==> src/rtl/mdio_arbiter.sv <==
// Round-robin arbiter sharing one MDIO transaction generator among N_REQ requesters.
// Optional read timeout enabled by defining MDIO_ARB_TIMEOUT_EN.
module mdio_arbiter #(
    parameter int N_REQ      = 4,
    parameter int WR_CYCLES  = 36,
    parameter int GAP_CYCLES = 2,
    parameter int RD_TIMEOUT = 64
) (
    input  logic                 clk,
    input  logic                 reset,
    input  logic [N_REQ-1:0]     req,
    input  logic [N_REQ*32-1:0]  req_frame,
    output logic [N_REQ-1:0]     gnt,
    output logic [N_REQ-1:0]     done,
    output logic                 err,
    output logic [15:0]          rsp_data,
    output logic                 mdio_start,
    output logic [31:0]          t_data,
    input  logic                 gen_data_rdy,
    input  logic [15:0]          gen_rd_data
);
    localparam int IW   = (N_REQ > 1) ? $clog2(N_REQ) : 1;
    localparam int CMAX = (WR_CYCLES > RD_TIMEOUT) ? WR_CYCLES : RD_TIMEOUT;
    localparam int CW   = $clog2(CMAX + 1);

    typedef enum logic [2:0] {
        S_IDLE,
        S_ISSUE,
        S_WAIT,
        S_COMPLETE,
        S_GAP
    } state_t;

    state_t          state_q, state_d;
    logic [IW-1:0]   idx_q, idx_d;
    logic [IW-1:0]   rr_ptr_q, rr_ptr_d;
    logic [CW-1:0]   cnt_q, cnt_d;
    logic            err_q, err_d;
    logic            is_read_q, is_read_d;
    logic [15:0]     rsp_data_q, rsp_data_d;
    logic [31:0]     t_data_q, t_data_d;

    logic            pick_found;
    logic [IW-1:0]   pick_idx;
    logic [31:0]     pick_frame;

    always_ff @(posedge clk or posedge reset) begin
        if (reset) begin
            state_q    <= S_IDLE;
            idx_q      <= '0;
            rr_ptr_q   <= '0;
            cnt_q      <= '0;
            err_q      <= 1'b0;
            is_read_q  <= 1'b0;
            rsp_data_q <= '0;
            t_data_q   <= '0;
        end else begin
            state_q    <= state_d;
            idx_q      <= idx_d;
            rr_ptr_q   <= rr_ptr_d;
            cnt_q      <= cnt_d;
            err_q      <= err_d;
            is_read_q  <= is_read_d;
            rsp_data_q <= rsp_data_d;
            t_data_q   <= t_data_d;
        end
    end

    // First requester at or after rr_ptr, wrapping around.
    always_comb begin
        pick_found = 1'b0;
        pick_idx   = '0;
        for (int k = 0; k < N_REQ; k++) begin
            if (!pick_found && req[(int'(rr_ptr_q) + k) % N_REQ]) begin
                pick_found = 1'b1;
                pick_idx   = IW'((int'(rr_ptr_q) + k) % N_REQ);
            end
        end
        pick_frame = req_frame[int'(pick_idx)*32 +: 32];
    end

    always_comb begin
        state_d    = state_q;
        idx_d      = idx_q;
        rr_ptr_d   = rr_ptr_q;
        cnt_d      = cnt_q;
        err_d      = err_q;
        is_read_d  = is_read_q;
        rsp_data_d = rsp_data_q;
        t_data_d   = t_data_q;
        case (state_q)
            S_IDLE: begin
                if (pick_found) begin
                    idx_d    = pick_idx;
                    t_data_d = pick_frame;
                    if (pick_frame[29:28] == 2'b10 || pick_frame[29:28] == 2'b01) begin
                        is_read_d = (pick_frame[29:28] == 2'b10);
                        err_d     = 1'b0;
                        state_d   = S_ISSUE;
                    end else begin
                        err_d      = 1'b1;
                        rsp_data_d = '0;
                        state_d    = S_COMPLETE;
                    end
                end
            end
            S_ISSUE: begin
                cnt_d   = '0;
                state_d = S_WAIT;
            end
            S_WAIT: begin
                cnt_d = CW'(cnt_q + 1'b1);
                if (is_read_q) begin
                    if (gen_data_rdy) begin
                        rsp_data_d = gen_rd_data;
                        state_d    = S_COMPLETE;
`ifdef MDIO_ARB_TIMEOUT_EN
                    end else if (int'(cnt_q) == RD_TIMEOUT - 1) begin
                        err_d      = 1'b1;
                        rsp_data_d = '0;
                        state_d    = S_COMPLETE;
`endif
                    end
                end else if (int'(cnt_q) == WR_CYCLES) begin
                    // Count runs 0..WR_CYCLES so done lands WR_CYCLES+2 cycles after grant.
                    rsp_data_d = '0;
                    state_d    = S_COMPLETE;
                end
            end
            S_COMPLETE: begin
                rr_ptr_d = (int'(idx_q) == N_REQ - 1) ? '0 : IW'(idx_q + 1'b1);
                err_d    = 1'b0;
                cnt_d    = '0;
                state_d  = S_GAP;
            end
            S_GAP: begin
                cnt_d = CW'(cnt_q + 1'b1);
                if (int'(cnt_q) >= GAP_CYCLES - 1) begin
                    cnt_d   = '0;
                    state_d = S_IDLE;
                end
            end
            default: state_d = S_IDLE;
        endcase
    end

    logic busy;
    assign busy = (state_q == S_ISSUE) || (state_q == S_WAIT) || (state_q == S_COMPLETE);

    generate
        for (genvar gi = 0; gi < N_REQ; gi++) begin : g_out
            assign gnt[gi]  = busy && (idx_q == IW'(gi));
            assign done[gi] = (state_q == S_COMPLETE) && (idx_q == IW'(gi));
        end
    endgenerate

    assign mdio_start = (state_q == S_ISSUE);
    assign err        = err_q;
    assign rsp_data   = rsp_data_q;
    assign t_data     = t_data_q;
endmodule

==> config.mk <==
export PLATFORM = sky130hd
export DESIGN_NAME = mdio_arbiter
export DESIGN_NICKNAME = d
export VERILOG_FILES = /design/src/rtl/mdio_arbiter.sv
export SDC_FILE = /design/constraint.sdc
export NUM_CORES = 1
export LEC_CHECK = 0
export ABC_AREA = 1
export ABC_CLOCK_PERIOD_IN_PS = 8800
export BUFFER_PORTS_ARGS = -buffer_cell sky130_fd_sc_hd__buf_4
export CAP_MARGIN = 0
export CORE_ASPECT_RATIO = 0.75
export CORE_MARGIN = 2
export CORE_UTILIZATION = 51
export DETAILED_ROUTE_END_ITERATION = 10
export GPL_TIMING_DRIVEN = 0
export MAX_ROUTING_LAYER = met4
export PLACE_DENSITY = 0.92
export SYNTH_ARGS = -nofsm -noshare
export SYNTH_HDL_FRONTEND = slang
export SYNTH_SLANG_ARGS = --single-unit
==> constraint.sdc <==
create_clock -name clk -period 8.8 [get_ports clk]
set_input_delay 0.88 -clock clk [delete_from_list [all_inputs] [get_ports clk]]
set_output_delay 0.88 -clock clk [all_outputs]
set_load 0.02 [all_outputs]
; ---- Word-level counts from Yosys, hierarchy flattened
; Cells that the tools add are included.
; W data, S select, Z words.
[word_totals]
inputBits = 151
regBits = 64
[op_classes]
bitwise_logic = 3
n_eq_ne = 16
n_mux = 38
shift = 1
addsub = 5
magnitude_cmp = 5
n_reduce_logical = 31
[op_table]
columns = cell, n
row1 = $shiftx A128 B8 Y32, 1
row2 = $mux W16, 5
row3 = $pmux W16 S2, 1
row4 = $pmux W7 S3, 1
row5 = $mux W3, 5
row6 = $pmux W3 S5, 1
row7 = $mux W1, 13
row8 = $lt A3 B4 Y1 const B, 3
row9 = $mux W2, 6
row10 = $logic_and A1 B1 Y1, 11
row11 = $bmux W1 S2, 4
row12 = $reduce_or A2 Y1, 4
row13 = $add A7 B1 Y7 const B, 1
row14 = $eq A7 B7 Y1 const B, 1
row15 = $ge A7 B1 Y1 const B, 1
row16 = $mux W7, 1
row17 = $eq A2 B1 Y1 const B, 3
row18 = $eq A2 B2 Y1 const B, 3
row19 = $eq A3 B2 Y1 const B, 2
row20 = $ne A2 B2 Y1 const B, 3
row21 = $ne A3 B3 Y1 const B, 2
row22 = $reduce_and A5 Y1, 1
row23 = $add A2 B1 Y2 const B, 2
row24 = $add A2 B2 Y2 const B, 2
row25 = other kinds (14), 22

; ---- Longest topological paths before layout
[depth]
ltp_word = 20
depth_mapped = 19
ltp_nobuf = 17

; ---- Worst setup path after synthesis
; OpenSTA, ideal clock, no wires.
[synth_path]
path_kind = input-to-reg
from = input req[3]
to = register rsp_data_q[0], in the netlist rsp_data[0]
setup_slack_ns = 5.610
t_arrival_ns = 3.124
required_time_ns = 8.734
stages = 17
cell_sequence = inv_1 nand2_2 nand3_1 nand2_2 nor2_4 nand3_2 nand2_2 nand2_4 buf_2 nand2_1 nand3_1 and2_1 ha_1 o21ai_1 clkbuf_1 o21ai_0 nand2_1
[synth_via]
elab_chain_cells = 17
[synth_rtl]
columns = item, line
row1 = start: declaration, 11  ; input logic [N_REQ-1:0] req,
row2 = $bmux W1 S2, 74  ; if (!pick_found && req[(int'(rr_ptr_q) + k) % N_REQ]) begin
row3 = $mux W1 (not written as such), 74
row4 = $mux W1, 74
row5 = $logic_not A1 Y1, 74
row6 = $logic_and A1 B1 Y1, 74
row7 = $mux W1, 74
row8 = $logic_not A1 Y1, 74
row9 = $logic_and A1 B1 Y1, 74
row10 = [... 2 more ...], --
row11 = $logic_and A1 B1 Y1, 74
row12 = $mux W2 *, 74
row13 = $shiftx A128 B8 Y32 *, 79  ; pick_frame = req_frame[int'(pick_idx)*32 +: 32];
row14 = net pick_frame[29], 45  ; logic [31:0] pick_frame;
row15 = $eq A2 B2 Y1 / $eq A2 B1 Y1 (equally long branches), 96  ; if (pick_frame[29:28] == 2'b10 || pick_frame[29:28] == 2'b01) begin
row16 = $logic_or A1 B1 Y1 *, 96
row17 = $ne A2 B2 Y1 (no source line) *, --
row18 = $reduce_and A5 Y1 (no source line) *, --
row19 = end signal: assignment, 64  ; rsp_data_q <= rsp_data_d;
row20 = end: declaration, 40  ; logic [15:0] rsp_data_q, rsp_data_d;
; The timed path passes the listed nets; every way through them passes the cells marked *. The select of a mux whose other input is x is not followed.
; A chain may end at the register's enable or synchronous reset.

; ---- Final worst setup path
[layout_path]
from = input req[2]
to = register rsp_data_q[4], in the netlist rsp_data[4]
; Same word-level chain as after synthesis.

==> impl_results.md <==
* Period minus WS final at between 3 and 4 ns
* EDFF count, synth at 0
* Via Count at roughly 5300
* Routability Congestion at 0.942
* CTS tree: built
* Sequential cell area at ~1600 µm²
* Reg-to-reg slack, setup at between 5 and 6 ns
* Worst Path Max Fanout at 10
* CP Capture Type: flop
* Leakage power at about 3.8 nW
* Post-route DRC violation count at 0
* Synthesized area at ~4400 µm²
* Worst slew pin tran at 0.687 ns
* Initial antenna violation count at 0
* Starting density of the core at 52.5%
* Post-Layout Cell Count at between 1000 and 1500
* Share of the yosys chip area belonging to registers at a little over a third
* Combinational Power Share at around two thirds
* N_diodes at 0
* Post-Place Cell Area at around 6200 µm²
* Clk_skew at between 0.008 and 0.009 ns
* Reg2reg end: rsp_data[4]
* Num CTS Buffers at 9
* Setup Viol. Count Final at 0
* Syn avg cell area at roughly 6.6 µm²
* Psw at between 1 and 1.5 mW
* Design area at approximately 6500 µm²
* Post-cts hold buffer count at 0
* CP Launch Type: input pin
* Max Buffers Root-to-Sink at 2
* Hold Violations, Final at 0
* Clk_lat worst skew at between 0.3 and 0.4 ns
* Hold EP: t_data[30]
* Global route overflow at 0
* Setup Fix Bufs, Post-CTS at 0
* Port bufs at about 210
* First-pass GRT wire length at 23200 µm
* Critical Path RT at a little over 9 ns
* Final critical-path share of the clock period at a little over two fifths
* FMAX at between 200 and 300 MHz
* Clock sink total at between 60 and 70
* GRT Util Overall at between 30 and 40%
* Synth unique cells at 32
* Asr flop ratio synth at 100%
* Peak supply drop at 0.311 mV
* Min-delay src: t_data[30]
* Die area at between 9000 and 10000 µm²
* CP Class: input pin to flop
* RR Startpoint: rr_ptr_q[0]
* Fillers at about 630
* Worst slew margin at a little over half
* Worst EP arrival at around 4 ns
* Clock power share at between 10% and 20%
* Final ANT Viol Nets at 0
* Max cap viols at 0
* Post-DR vias/cell at about 5.3
* Yosys warnings at 0
* Die Height at approximately 85 µm
* Site Rows at 29
* Die width at about 110 µm
* Hold Path Class: flop to flop
* Area growth, synth to finish at 45.6%
* Core box area at approximately 8500 µm²
* Net count, final at 1047
* Internal at ~1.3 mW
* Cell Pwr Density at ~430 nW/µm²
* WL per Instance at 14.3 µm
* Root Buffer: clkbuf_16
* Share of cells above drive strength 1 at roughly 31%
* Cell count after synthesis at 668
* Register-to-Register Path Depth at 17
* 1st-iter DRT viols at approximately 400
* Detailed Routing Iterations Pass 1 at 5
* Vias in the first global route at around 5000
* H-tree level count at 3
* Flop pwr share at 19.2%
* Placed cells at between 900 and 1000
* Boundary Pins at 209
* Post-detail-place hpwl at around 11000 µm
* Worst hold stages at 2
* Cts repair resizes at 0
* RSZ-0062 raised after global routing: no
* Detailed Route WL at approximately 14000 µm
* Max Slew Vio Count at 0
* Switch share at between 50% and 60%
* Largest net degree at the start of global routing at 43
* Finished Core Util at roughly three quarters
* Ys flop type: dfrtp_1
* TNS Setup at 0 ns
* Outcome: complete, no violations
* Syn Nets at roughly 830
* Flops & latches, synth at 64
* Worst-path clk slew at 0.06 ns
* Multi-input gate area at 2250 µm²
[power groups by stage]
stage,Sequential (mW),Combinational (mW),Clock (mW)
after floorplan,0.642,1.12,0
after global placement,0.520,1.78,0
after detailed placement,0.525,1.84,0
after CTS,0.526,1.85,0.365
after global routing,0.542,2.05,0.379
final,0.529,1.87,0.363
[sequential cells by signal (all words and copies together) (netlist names)]
register   cells
rr_ptr_q       2
rsp_data      16
idx_q          2
cnt_q          7
state_q        3
is_read_q      1
t_data        32
err            1
[worst max-delay path by stage]
stage / start / end / slack, ns / cells past startpoint
floorplan: req[3] / rsp_data[0] / 5.61 / 17
global placement: req[1] / rsp_data[5] / 5.01 / 18
global route: req[2] / rsp_data[4] / 4.75 / 18
finish: req[2] / rsp_data[4] / 5.01 / 18
CTS: req[2] / rsp_data[4] / 5.10 / 18
detailed placement: req[2] / rsp_data[1] / 4.82 / 18
[synth_stat cells, types with 8 or more instances]
library cell | n | area, µm²
nand3_1 | 96 | 480
nand2_2 | 8 | 50.1
buf_2 | 15 | 75.1
or2_1 | 8 | 50.1
or2_0 | 13 | 81.3
nand2_1 | 232 | 871
inv_1 | 96 | 360
ha_1 | 8 | 100
buf_6 | 8 | 90.1
nand3b_1 | 25 | 188
o21ai_0 | 23 | 115
nor2_1 | 24 | 90.1
dfrtp_1 | 64 | 1600
[cell families after synthesis]
kind of cell	Yosys count	synth area share, %
AOI/OAI and AO/OA	36	4.20
xor gates and xnor gates	1	0.197
adders and majority gates	8	2.25
buffers and inverters	132	13.3
DFF	64	36.1
and+or+nand+nor	427	44.0
[critical path, stage by stage]
cell      delay (ns)
buf_4           0.12
inv_1           0.08
nand2_1         0.08
nand3_1         0.14
nand2_2         0.11
nor2_4          0.15
nand3_2         0.10
nand3_1         0.08
nand2_1         0.15
inv_2           0.12
buf_4           0.18
nand3_1         0.12
and2_1          0.16
ha_1            0.31
o21ai_1         0.56
clkbuf_1        0.42
o21ai_0         0.18
nand2_1         0.11
[routing by layer]
metal | GRT usage (%) | vias to the layer above | wire length [µm]
met5 | - | - | 0
li1 | - | 2514 | -
met1 | 37.8 | 2418 | 5680
met2 | 52.3 | 287 | 7150
met4 | 13.4 | 0 | 455
met3 | 5.14 | 50 | 1050
[placed cells by master, fill, tap and decap left out, types with 2 or more instances in the layout]
master / n
o21ai_1: 2
nand2_2: 8
ha_1: 8
a31oi_1: 2
or2_0: 13
buf_4: 212
clkbuf_2: 2
nor2_2: 2
nand2_1: 232
o21ai_0: 23
nor2_4: 2
nor3_1: 7
clkinvlp_4: 2
nand3b_1: 25
buf_6: 8
nor4_1: 2
clkbuf_16: 9
dfrtp_1: 64
clkbuf_1: 2
a21oi_1: 7
nand3_1: 96
inv_1: 95
nand4_1: 4
nor2_1: 24
buf_2: 15
or2_1: 8
inv_2: 6
[layout make-up]
| class | instances | share of cell area (%) |
|---|---|---|
| flip-flops and latches | 64 | 24.8 |
| inverters | 101 | 5.87 |
| clock buffers | 10 | 3.70 |
| repair buffers | 209 | 24.5 |
| multi-input cells | 472 | 34.8 |
| plain buffers | 31 | 3.29 |
| well taps | 108 | 2.09 |
| clock inverters | 6 | 1.05 |
[through the flow]
| stage | hold slack [ns] | power (mW) | setup slack, ns |
|---|---|---|---|
| 2_1_floorplan | 0.455 | 1.76 | 5.61 |
| 3_3_place_gp | 0.466 | 2.30 | 5.01 |
| 3_5_place_dp | 0.469 | 2.36 | 4.82 |
| 4_1_cts | 0.485 | 2.74 | 5.10 |
| 5_1_grt | 0.517 | 2.97 | 4.75 |
| 6_report | 0.482 | 2.76 | 5.01 |
Power figures use the tool's default switching activity.
